--- config.mk ---
export PLATFORM = sky130hd
export DESIGN_NAME = branch_resolve_unit
export DESIGN_NICKNAME = d
export VERILOG_FILES = /design/src/rtl/branch_pkg.sv /design/src/rtl/bht_2bit.sv /design/src/rtl/branch_resolve_unit.sv
export SDC_FILE = /design/constraint.sdc
export NUM_CORES = 1
export LEC_CHECK = 0
export ABC_AREA = 1
export ABC_CLOCK_PERIOD_IN_PS = 3460
export CELL_PAD_IN_SITES_DETAIL_PLACEMENT = 0
export CELL_PAD_IN_SITES_GLOBAL_PLACEMENT = 1
export CORE_ASPECT_RATIO = 0.75
export CORE_MARGIN = 2
export CORE_UTILIZATION = 47
export CTS_CLUSTER_SIZE = 28
export DETAILED_ROUTE_END_ITERATION = 10
export DONT_BUFFER_PORTS = 1
export PLACE_DENSITY_LB_ADDON = 0.12
export SETUP_SLACK_MARGIN = 0.02
export SYNTH_ARGS = -nofsm -noshare
export SYNTH_HDL_FRONTEND = slang
export SYNTH_SLANG_ARGS = --single-unit
--- constraint.sdc ---
create_clock -name clk -period 3.46 [get_ports clk]
set_input_delay 0.692 -clock clk [delete_from_list [all_inputs] [get_ports clk]]
set_output_delay 0.692 -clock clk [all_outputs]
set_load 0.1 [all_outputs]
--- src/rtl/branch_pkg.sv ---
// Shared branch constants: B-type funct3 encodings, 2-bit counter states and
// saturating counter helpers used by the resolver and its BHT.
package branch_pkg;

  localparam logic [2:0] BEQ  = 3'b000;
  localparam logic [2:0] BNE  = 3'b001;
  localparam logic [2:0] BLT  = 3'b100;
  localparam logic [2:0] BGE  = 3'b101;
  localparam logic [2:0] BLTU = 3'b110;
  localparam logic [2:0] BGEU = 3'b111;

  localparam logic [1:0] SNT = 2'd0;
  localparam logic [1:0] WNT = 2'd1;
  localparam logic [1:0] WT  = 2'd2;
  localparam logic [1:0] ST  = 2'd3;

  typedef struct packed {
    logic taken;
    logic mispredict;
    logic illegal;
  } res_t;

  function automatic logic [1:0] sat_inc(input logic [1:0] ctr);
    return (ctr == ST) ? ST : ctr + 2'd1;
  endfunction

  function automatic logic [1:0] sat_dec(input logic [1:0] ctr);
    return (ctr == SNT) ? SNT : ctr - 2'd1;
  endfunction

endpackage

--- src/rtl/bht_2bit.sv ---
// Branch history table of 2-bit saturating counters: one combinational read
// port for fetch and one read-modify-write update port for resolved branches.
module bht_2bit
  import branch_pkg::*;
#(
  parameter int unsigned DEPTH = 64,
  parameter int unsigned IDX_W = 6
) (
  input  logic             clk_i,
  input  logic             rst_ni,
  input  logic [IDX_W-1:0] rd_idx_i,
  output logic [1:0]       rd_ctr_o,
  input  logic             upd_i,
  input  logic [IDX_W-1:0] upd_idx_i,
  input  logic             upd_taken_i
);

  logic [1:0] ctr_q [DEPTH];
  logic [1:0] upd_old;
  logic [1:0] upd_new;

  // Fetch sees the stored value; a same-cycle update lands only at the edge.
  assign rd_ctr_o = ctr_q[rd_idx_i];
  assign upd_old  = ctr_q[upd_idx_i];

  always_comb begin
    upd_new = upd_taken_i ? sat_inc(upd_old) : sat_dec(upd_old);
  end

  always_ff @(posedge clk_i or negedge rst_ni) begin
    if (!rst_ni) begin
      for (int i = 0; i < DEPTH; i++) begin
        ctr_q[i] <= WNT;
      end
    end else if (upd_i) begin
      ctr_q[upd_idx_i] <= upd_new;
    end
  end

endmodule

--- src/rtl/branch_resolve_unit.sv ---
// EX-stage branch resolver with 2-bit BHT predictor.
// Optional feature macro: BRANCH_STATS_EN adds branch/mispredict counters.
module branch_resolve_unit
  import branch_pkg::*;
#(
  parameter int unsigned XLEN      = 32,
  parameter int unsigned BHT_DEPTH = 64,
  parameter int unsigned IDX_W     = $clog2(BHT_DEPTH)
) (
  input  logic            clk,
  input  logic            rst_n,
  input  logic            stall,
  input  logic            kill,
  input  logic [XLEN-1:0] if_pc,
  output logic            if_pred,
  input  logic            ex_valid,
  input  logic [2:0]      ex_funct3,
  input  logic [XLEN-1:0] ex_pc,
  input  logic            ex_pred,
  input  logic            zflag,
  input  logic            nflag,
  input  logic            cflag,
  input  logic            vflag,
  output logic            res_valid,
  output logic            res_taken,
  output logic            mispredict,
  output logic            illegal
`ifdef BRANCH_STATS_EN
  ,
  output logic [31:0]     stat_branches,
  output logic [31:0]     stat_mispredicts
`endif
);

  logic             accept;
  logic             cond_taken;
  logic             cond_legal;
  logic [IDX_W-1:0] if_idx;
  logic [IDX_W-1:0] ex_idx;
  logic [1:0]       if_ctr;
  logic             unused_pc;
  res_t             res_d;
  res_t             res_q;
  logic             res_valid_q;

  assign accept = ex_valid & ~stall & ~kill;
  assign if_idx = if_pc[IDX_W+1:2];
  assign ex_idx = ex_pc[IDX_W+1:2];
  assign unused_pc = ^{if_pc[XLEN-1:IDX_W+2], if_pc[1:0], ex_pc[XLEN-1:IDX_W+2], ex_pc[1:0]};

  // cflag is carry-out of rs1-rs2, so C=1 means rs1 >= rs2 unsigned.
  always_comb begin
    cond_taken = 1'b0;
    cond_legal = 1'b1;
    unique case (ex_funct3)
      BEQ:     cond_taken = zflag;
      BNE:     cond_taken = ~zflag;
      BLT:     cond_taken = nflag ^ vflag;
      BGE:     cond_taken = ~(nflag ^ vflag);
      BLTU:    cond_taken = ~cflag;
      BGEU:    cond_taken = cflag;
      default: cond_legal = 1'b0;
    endcase
  end

  // An illegal encoding resolves not-taken, so a taken prediction is wrong.
  always_comb begin
    res_d.taken      = cond_taken;
    res_d.mispredict = cond_legal ? (cond_taken ^ ex_pred) : ex_pred;
    res_d.illegal    = ~cond_legal;
  end

  always_ff @(posedge clk or negedge rst_n) begin
    if (!rst_n) begin
      res_valid_q <= 1'b0;
      res_q       <= '0;
    end else begin
      res_valid_q <= accept;
      if (accept) begin
        res_q <= res_d;
      end
    end
  end

  assign res_valid  = res_valid_q;
  assign res_taken  = res_q.taken;
  assign mispredict = res_valid_q & res_q.mispredict;
  assign illegal    = res_valid_q & res_q.illegal;

  bht_2bit #(
    .DEPTH (BHT_DEPTH),
    .IDX_W (IDX_W)
  ) u_bht (
    .clk_i       (clk),
    .rst_ni      (rst_n),
    .rd_idx_i    (if_idx),
    .rd_ctr_o    (if_ctr),
    .upd_i       (accept & cond_legal),
    .upd_idx_i   (ex_idx),
    .upd_taken_i (cond_taken)
  );

  assign if_pred = if_ctr[1];

`ifdef BRANCH_STATS_EN
  logic [31:0] stat_br_q;
  logic [31:0] stat_mp_q;

  always_ff @(posedge clk or negedge rst_n) begin
    if (!rst_n) begin
      stat_br_q <= '0;
      stat_mp_q <= '0;
    end else begin
      if (res_valid) begin
        stat_br_q <= stat_br_q + 32'd1;
      end
      if (mispredict) begin
        stat_mp_q <= stat_mp_q + 32'd1;
      end
    end
  end

  assign stat_branches    = stat_br_q;
  assign stat_mispredicts = stat_mp_q;
`endif

endmodule

Word-level counts from Yosys, hierarchy flattened
Cells that the tools add are included.

operators by class
  add/subtract/negate cells = 2
  order comparisons = 3
  eq/ne operators = 6
  mux-type cells = 15
  bitwise gates (word level) = 15
  reductions and logical operators = 4

operator list
  kind                   count
  $bwmux W128            1
  $bmux W2 S6            2
  $mux W2                8
  $ge A7 B7 Y1 const B   2
  $not A6 Y7             2
  $demux W2 S6           1
  $eq A3 B3 Y1 const B   4
  $lt A7 B1 Y1 const B   1
  $not A1 Y1             6
  $pmux W1 S6            1
  $reduce_or A6 Y1       1
  $and A1 B1 Y1          5
  $eq A3 B1 Y1 const B   1
  $logic_not A3 Y1       1
  $add A2 B1 Y2 const B  1
  $eq A2 B2 Y1 const B   1
  $logic_not A2 Y1       1
  $mux W1                2
  $sub A2 B1 Y2 const B  1
  $xor A1 B1 Y1          2
  $logic_and A1 B1 Y1    1

word-level totals
  bits in registers = 132
  input port bits = 77
  output and inout bits = 5
  logic and storage cells = 113

Depth between registers and ports, before layout
Gate-level depths: netlist of the first run.

  depth after elaboration = 8
  gate-level depth with buffers = 16
  gate-level depth less buffers = 13

Cells and area by module
Synthesis of the first run repeated with hierarchy kept, for this count alone.

unflattened totals
  cells, all modules = 1357
  area, all modules = 8588.2 sq um

by module, submodules not included
  module               times used  cells an instance  area each (sq um)  seq. area each (sq um)
  bht_2bit             1           1309               8287.9             3283.1
  branch_resolve_unit  1           48                 300.3              100.1

Worst setup path after synthesis of the first run
No wires, ideal clock.

  path kind = input to output
  start point = input port if_pc[2]
  end point = output port if_pred
  arrival time = 2.389 ns
  required time = 2.768 ns
  slack = 0.379 ns
  stages on the path = 8
  buffers on the path = 2
  path through = clkbuf_1 -> clkbuf_1 -> o21ai_0 -> o21ai_0 -> o21ai_0 -> o21ai_0 -> nand3b_1 -> nand2_1

between the ends
  word-level cells in the longest chain between the ends = 4

ends and longest elaborated chain
  item                                        RTL line                   RTL
  from (decl)                                 branch_resolve_unit.sv:14  input logic [XLEN-1:0] if_pc,
  $not A6 Y7 (not written as such)            bht_2bit.sv:23             assign rd_ctr_o = ctr_q[rd_idx_i];
  $bmux W2 S6                                 bht_2bit.sv:23
  $mux W2 (not written as such) (2 in a row)  bht_2bit.sv:23
  to (decl)                                   branch_resolve_unit.sv:15  output logic if_pred,

No other way between the ends. The select of a mux whose other input is x is not followed.

Worst setup path after layout of the first run
Ends and elaborated chain as after synthesis.

==> results of run 1 <==
[where the power goes]
group          switching [uW]  leakage, uW  internal [uW]
registers                47.5      0.00160           1620
clock network             696     0.000271           1060
logic                     383      0.00240            134
total                    1130      0.00428           2820
[worst max path at each step]
stage          startpoint              end  cells after the start  slack [ns]
2_1_floorplan    if_pc[2]          if_pred                      8        0.38
3_3_place_gp     ex_pc[2]  u_bht.ctr_q[74]                     13        0.42
3_5_place_dp     ex_pc[2]  u_bht.ctr_q[78]                     13        0.41
4_1_cts          if_pc[2]          if_pred                      9        0.55
5_1_grt          if_pc[2]          if_pred                      9        0.41
6_report         if_pc[2]          if_pred                      9        0.53
[cell families after synthesis]
group | Yosys count
AO/OA/AOI/OAI | 93
XOR/XNOR | 2
buffers and inverters | 228
flip-flops | 132
AND/OR/NAND/NOR | 766
[layout by cell type (no fill, tap or decap), types with 3 or more instances in the layout]
cell type                    instances
sky130_fd_sc_hd__nand2_1           478
sky130_fd_sc_hd__inv_1             169
sky130_fd_sc_hd__nand3_1           127
sky130_fd_sc_hd__nor2_1            122
sky130_fd_sc_hd__dfrtp_1            68
sky130_fd_sc_hd__dfstp_2            64
sky130_fd_sc_hd__o21ai_0            46
sky130_fd_sc_hd__buf_4              23
sky130_fd_sc_hd__a21oi_1            20
sky130_fd_sc_hd__clkbuf_16          17
sky130_fd_sc_hd__o211ai_1           14
sky130_fd_sc_hd__nor3_1             10
sky130_fd_sc_hd__o21ai_1            10
sky130_fd_sc_hd__or2_1               8
sky130_fd_sc_hd__or2_0               8
sky130_fd_sc_hd__inv_2               7
sky130_fd_sc_hd__nor2_4              4
sky130_fd_sc_hd__clkinv_1            4
sky130_fd_sc_hd__clkbuf_8            4
sky130_fd_sc_hd__clkinvlp_4          3
sky130_fd_sc_hd__clkinv_2            3
[registers in the layout, indices dropped and copies added, names as in the netlist]
register	count
res_q	2
res_taken	1
u_bht.ctr_q	128
res_valid	1
[worst reg2reg max path, stage by stage (launching register included)]
cell                      delay (ns)
sky130_fd_sc_hd__dfstp_2        0.36
sky130_fd_sc_hd__or2_2          0.28
sky130_fd_sc_hd__nand2_1        0.06
sky130_fd_sc_hd__nand2_1        0.05
sky130_fd_sc_hd__nor2_1         0.08
sky130_fd_sc_hd__nor2_1         0.05
sky130_fd_sc_hd__nor2_1         0.15
sky130_fd_sc_hd__nand2_1        0.16
sky130_fd_sc_hd__nor2_4         0.16
sky130_fd_sc_hd__nand2_2        0.11
sky130_fd_sc_hd__nand2_8        0.38
sky130_fd_sc_hd__nand2_1        0.12
sky130_fd_sc_hd__nand2_1        0.10
[layout make-up]
type	instances	area, um2	area share [%]
Clock buffer	23	488	5.55
Clock inverter	8	76.3	0.869
Inverter	180	676	7.69
Multi-Input combinational cell	861	3690	42.0
Sequential cell	132	3380	38.5
Tap cell	215	269	3.06
Timing Repair Buffer	24	200	2.28
[layer usage]
layer / global-route usage (%) / up-vias / part of all wire [%]
met3: 6.80 / 37 / 5.7
met2: 42.8 / 191 / 43
met4: 9.75 / 0 / 2.5
met1: 39.1 / 3338 / 48
met5: 0 / - / 0
li1: - / 3720 / -
[metrics by stage]
stage                     utilization, %  std cells  total power [uW]  setup slack [ns]
after CTS                           52.2       1443              3970             0.548
after detailed placement            48.7       1411              2190             0.407
after global routing                52.2       1443              4090             0.412
after floorplan                        -       1221              2110             0.379
final                               52.2       1443              3940             0.531
after global placement              48.7       1411              2190             0.424
==> summary by stage, run 1 <==
Synth
The predominant post-synthesis flop cell is sky130_fd_sc_hd__dfrtp_1. In this run, synthesis produced a sequential element count of 132. In the synthesized netlist, mux cells make up 0% of the area. The most instantiated library cell after synthesis is sky130_fd_sc_hd__nand2_1.

The portion of the post-synthesis area used by sequential elements is 42.0%. By count the netlist is led by sky130_fd_sc_hd__nand2_1, sky130_fd_sc_hd__inv_1, sky130_fd_sc_hd__nand3_1. Counting flops with a built-in enable in the synthesized netlist gives 0. By area, the combinational part of the netlist is dominated by simple AND/OR/NAND/NOR gates. Of the total synthesized cell area, the portion taken by XOR and XNOR cells is 0.217%. Counting flops with an async set or reset pin after synthesis yields a share of 100%.

The synthesized-area fraction occupied by ao, oa, aoi and oai cells is 6.35%. Summing the areas of all fa, ha and maj instances in the mapped netlist gives 0% of the synthesized area. Synthesis produced a netlist whose cell count is 1,221. For this run, the number of Yosys warnings is 0. The number of nets handed over by synthesis was 1,298. The synthesized netlist devotes 39.2% of its cell area to simple gates. By area the synthesized netlist is led by sky130_fd_sc_hd__nand2_1, sky130_fd_sc_hd__dfrtp_1, sky130_fd_sc_hd__dfstp_2. The synthesized netlist contains 30 unique library cells. Summing every instance area after synthesis gives 8060 um2.

The mean instance size in the synthesized netlist is 6.60 um2. The portion of synthesized cell area occupied by the leading cell type is 22.2%. sky130_fd_sc_hd__nand2_1 takes more of the synthesized area than any other cell.

Final layout
The post-route netlist has 11.0% of its cells at a drive strength greater than 1. The layout overhead on the synthesized area is 8.95%. The final non-filler cell area is 8790 um2. The fill cell total of the finished layout is 1,709. The repair_antennas step left the layout with diodes totalling 0.

The final layout net count is 1,293.

Clock network
The number of H-tree levels is 4. Buffers inserted to repair hold after CTS numbered 1. The CTS tree is built. The number of clock sinks is 132. TritonCTS created 17 clock buffers.

The clock insertion delay at the later pin of the skew report is 0.43 ns. The cell sitting at the root of the clock tree is a sky130_fd_sc_hd__clkbuf_16. The longest clock path from root to sink contains 2 buffers. The buffer count from post-CTS setup fixing is 0.

The clock-pin transition on the worst setup and hold timing paths is 0.06 ns. The number of resized instances in the post-cts repair step is 0.

Route
The number of vias in the routed layout is 7,286. After the first detailed-routing iteration, the DRC count stood at 510. The first detailed-routing pass ran for 5 iterations. For this block, the routed nets add up to 24.4 mm of wire. After detailed routing, the number of remaining DRC violations is 0. Dividing the detail-routed wire length by the instance count gives 16.9 um. In this run the remaining antenna-violating nets after routing total 0. The routed via count divided by cell count is 5.05.

Critical path
The worst register-to-register path begins at u_bht.ctr_q[64]. The largest incremental delay on the critical path is 0.30 ns. Along the worst path, the maximum fanout reaches 49. Traced cell by cell, the critical path runs through inv_1 > buf_4 > nor2_1 > o21ai_0 > o211ai_1 > nand3_1 > nand3_1 > nand2_1 > buf_4. The worst reg-to-reg path cell count is 12. The worst setup path is launched from an input port.

At the worst endpoint, the required time is 2.77 ns. Counting both buffers and inverters, the worst setup path holds a total of 3. The reg2reg setup slack is 1.33 ns. The cell family contributing the most delay on the critical path is buffers and inverters. The class of the most critical setup path is in -> out.

The critical path capture point type is an output pin. Data arrives at the worst endpoint at 2.24 ns. The reg-to-reg critical path endpoint is u_bht.ctr_q[78]. The critical-path cell with the highest stage delay is sky130_fd_sc_hd__buf_4.

Die
The region available for standard cell placement spans 16,800 um2. The die width is 155 um. In this run the vertical extent of the chip is 117 um.

The floorplan die area is 18,200 um2. The number of standard-cell rows in the floorplan is 41. During I/O placement, the number of pins put on the boundary was 82.

The initial core utilization is 47.9%.

Placement
The number of port buffers is 0. The wire-length estimate of the detail-placed layout is 14.2 mm. The instance area after placement is 8190 um2. Routability-driven placement finished with a final weighted congestion of 0.781.

Global route
The pin count of the biggest net entering global routing is 97. The number of antenna violations at the first check in global routing is 0. The overall fraction of global-route tracks in use is 28.1%. The via count of the first global-routing pass is 7,040. The final global-route overflow total is 0. The first global-routing pass estimated 39.2 mm of wire.

Timing
Hold timing on the final database bottoms out at a slack of 0.104 ns. The number of hold-slack violations in the final timing report is 0. Setup violations remaining at the end of the flow were counted as 0.

The final setup skew is 0.0111 ns. Setup repair after global routing left no endpoint under its margin. Based on the critical path, the design can be clocked at up to 0.341 GHz. The routed design could run at a clock period as short as 2.93 ns.

The number of max-slew violations in the final report is 0. The worst pin sits at a relative slew slack of 38.8%. Of the available clock period, the critical path in the final layout requires 84.7%. The transition at the pin with the smallest max-transition slack is 0.918 ns.

The final setup TNS is 0 ns.

Job
Across the run, the number of max-cap violations was 0.

Pwr
IR analysis of the VDD net gives a maximum drop of 0.000285 V. Power spread over the standard cell area amounts to 449 nW/um2. The static power due to leakage is 0.00428 uW.

Hold path
The path class of the tightest hold or removal check is in -> async.

Outcome
The flow ran to the end, and the final reports show no timing, DRC or antenna violations.
Power figures use the tool's default switching activity.
==> run 2, diff against run 1 <==
--- a/config.mk
+++ b/config.mk
@@ -6,12 +6,12 @@
 export NUM_CORES = 1
 export LEC_CHECK = 0
 export ABC_AREA = 1
-export ABC_CLOCK_PERIOD_IN_PS = 3460
+export ABC_CLOCK_PERIOD_IN_PS = 2540
 export CELL_PAD_IN_SITES_DETAIL_PLACEMENT = 0
 export CELL_PAD_IN_SITES_GLOBAL_PLACEMENT = 1
 export CORE_ASPECT_RATIO = 0.75
 export CORE_MARGIN = 2
-export CORE_UTILIZATION = 47
+export CORE_UTILIZATION = 41
 export CTS_CLUSTER_SIZE = 28
 export DETAILED_ROUTE_END_ITERATION = 10
 export DONT_BUFFER_PORTS = 1
==> constraint.sdc (replaced) <==
create_clock -name clk -period 2.54 [get_ports clk]
set_input_delay 0.508 -clock clk [delete_from_list [all_inputs] [get_ports clk]]
set_output_delay 0.508 -clock clk [all_outputs]
set_load 0.1 [all_outputs]
==> run 2 against run 1 <==
- the flow now finishes with violations (negative hold slack)
- routed wire length increased by 2.6%
- critical endpoint unchanged
- cell area up 5.6%
- via count increased by 1.6%
- sequential cell count stayed put
- clock-buffer cell count down 2
==> summary by stage, run 2 (synthesis gave the netlist of run 1 again) <==
Global route
The met2 routing resource usage after global routing is 37.1%. For this run, global-route usage on met3 was measured as 2.98%. The peak-usage layer in the global routing report is met1. The via count of the first global-routing pass is 6,812. The first global-routing pass estimated 39.8 mm of wire. The number of antenna violations at the first check in global routing is 0. The pin count of the biggest net entering global routing is 133. The final global-route overflow total is 0. The overall fraction of global-route tracks in use is 24.8%.

Global routing used 37.9% of the available met1 tracks.

Timing
The worst path uses 95.7% of the clock period. Setup repair after global routing left no endpoint under its margin. The worst setup margin is 0.108 ns. The final setup skew is 0.0112 ns. The final setup TNS is 0 ns. Setup violations remaining at the end of the flow were counted as 0. The timing-limited maximum frequency is 0.411 GHz. For the finished layout, the period the worst path requires is 2.43 ns. The number of max-slew violations in the final report came to 0.

The hold slack is -0.233 ns. The worst slew margin relative to its limit is 39.5%. The transition at the pin with the smallest max-transition slack is 0.907 ns.

The number of hold-slack violations in the final timing report was 104.

Final layout
In the final layout, flip-flops and latches occupy 3380 um2. The repair_antennas step left the layout with diodes totalling 0. The library cell used most frequently in the layout, excluding fill and tap cells, is sky130_fd_sc_hd__nand2_1. From synthesis to final layout, the design area changed by 15.1%. The flip-flop count of the largest register, all copies and words added is 128.

In the final layout, the registers with the most flip-flops are u_bht.ctr_q (128), res_q (2). The fill cell total of the finished layout is 2,013. The final layout net count is 1,318. Leaving out fill and tap cells, the most frequent cells in the layout are sky130_fd_sc_hd__nand2_1, sky130_fd_sc_hd__inv_1, sky130_fd_sc_hd__nand3_1, sky130_fd_sc_hd__nor2_1, sky130_fd_sc_hd__dfrtp_1. The fraction of final layout cells sized beyond drive strength 1 is 13.3%.

The area occupied by multi-input gates is 3710 um2. After routing the design area is 9280 um2. More flip-flops sit in one register than any other, and that register is u_bht.ctr_q.

Job
The number of maximum-capacitance violations is 0.

Critical path
The combined buffer and inverter count along the critical path is 2. The launching element type of the critical path is a register. The data arrival time of the critical path is 1.92 ns. The top fanout value on the critical path is 2.

Broken down by cell family, the worst path's largest delay share belongs to compound AO/OA/AOI/OAI gates. The critical-path cell with the highest stage delay is sky130_fd_sc_hd__dfrtp_1. The critical path is of the reg -> out type. STA classifies the critical path endpoint as an output pin. The required arrival time at the worst endpoint is 2.03 ns. The reg2reg setup slack is 0.48 ns. The largest single stage delay on the critical path is 0.35 ns. Walking the worst path, the cells encountered are inv_1 > a21oi_1 > o21ai_0 > o21ai_1 > o21ai_0 > o21ai_1 > nand3b_1 > nand2_2 > buf_12.

Route
The final layout contains routed wiring with a total length of 25.0 mm. In the routed layout, each cell is associated on average with a via count of 4.91. The remaining antenna violation count after routing is 0. The number of DRC markers in iteration 0 is 677. The post-route DRC violation count is 0. The number of vias in the routed layout is 7,406. After detailed routing, the average wire length per cell comes to 16.6 um. Before antenna repair, the detailed router went through 5 iterations.

Clock network
Counting along the longest clock path gives a buffer depth of 2. Clock tree synthesis found a total of 132 sinks. Clock-pin slew was measured on the worst setup and hold paths at 0.07 ns. The root buffer cell chosen for the clock tree is sky130_fd_sc_hd__clkbuf_16. TritonCTS built the clock tree. TritonCTS created 17 clock buffers. The clock tree synthesis step divided the H-tree into 4 levels. Clock latency on the worst-skew pair, taken at its later pin, is 0.43 ns.

Outcome
The flow ran to the end, but the final reports show violations. The final reports fail on negative hold slack.

Pwr
The largest vdd supply drop is 0.000372 V. In this run the static leakage power is 0.00449 uW. The power density normalized to cell area is 641 nW/um2.

The total power of the final layout is 5940 uW.

Placement
The placer's final routability congestion estimate is 0.815. The instance area after placement is 8580 um2. The pre-CTS setup slack is 0.0552 ns. The post-detailed-placement half-perimeter wirelength is 15.9 mm.

During placement, the flow inserted port buffers numbering 0.

Die
In this run the standard cell core region covers 19,300 um2. The number of standard-cell rows in the floorplan is 44. The die width is 166 um. The die covers 20,800 um2. The die outline height is 125 um. For this configuration, the core starts out at a cell density of 41.7%.

82 I/O pins were placed.

Hold path
In this run the worst hold path is classified as in -> async.
## run 2: cell count changes in the layout (fill, tap and decap cells not counted), sizes merged
cell and change:
inv +2, buf +25, clkinv -3, clkbuf -2, bufinv +4
## run 2: final cells by class
cell class,count,share of cell area (%)
Multi-Input combinational cell,861,40.0
Tap cell,253,3.41
Inverter,180,7.28
Clock inverter,11,2.10
Sequential cell,132,36.5
Timing Repair Buffer,49,5.58
Clock buffer,21,5.18
## run 2: worst reg2reg max path: stages, from the launching register on
cell and delay, ns:
sky130_fd_sc_hd__dfrtp_1 0.40, sky130_fd_sc_hd__or2_1 0.22, sky130_fd_sc_hd__nand3_1 0.07, sky130_fd_sc_hd__nand2_1 0.09
sky130_fd_sc_hd__o21ai_1 0.20, sky130_fd_sc_hd__nand2_1 0.08, sky130_fd_sc_hd__nor2_1 0.20, sky130_fd_sc_hd__nand2_1 0.10
sky130_fd_sc_hd__nand2_2 0.15, sky130_fd_sc_hd__nand2_4 0.09, sky130_fd_sc_hd__buf_12 0.19, sky130_fd_sc_hd__nand3_1 0.11
sky130_fd_sc_hd__nand2_1 0.05
## run 2: final timing paths
kind,endpoint,from,depth (start not counted)
max in group asynchronous,u_bht.ctr_q[8],rst_n,0
worst max register to register,u_bht.ctr_q[33],u_bht.ctr_q[23],12
worst min-delay path,u_bht.ctr_q[119],rst_n,0
worst min register to register,u_bht.ctr_q[40],u_bht.ctr_q[40],2
min in group clk,res_valid,kill,1
worst max-delay path,if_pred,u_bht.ctr_q[109],9
## run 2: repair_timing
item | 4_1_cts | 5_1_grt
setup buffers | 0 | 1
endpoints found under the setup margin | 0 | 1
gates resized for setup | 0 | 16
endpoints found under the hold margin | 132 | 132
## run 2: report_power, final
group          total, uW  internal (uW)  switching, uW  leakage (uW)
Combinational        798            277            521       0.00256
Clock               2870           1850           1010      0.000322
Sequential          2280           2210           65.5       0.00160
Total               5940           4340           1600       0.00449
## run 2: per-layer routing
layer  part of all wire (%)  vias to the layer above
met5                      0                        -
met4                    1.4                        0
met2                     43                      155
met1                     51                     3452
met3                    4.2                       24
li1                       -                     3775
## run 2: stage by stage
step                utilization [%]  cells
global placement               44.4   1474
detailed placement             44.4   1474
global route                   48.0   1507
finish                         48.0   1507
CTS                            47.9   1506
floorplan                         -   1221
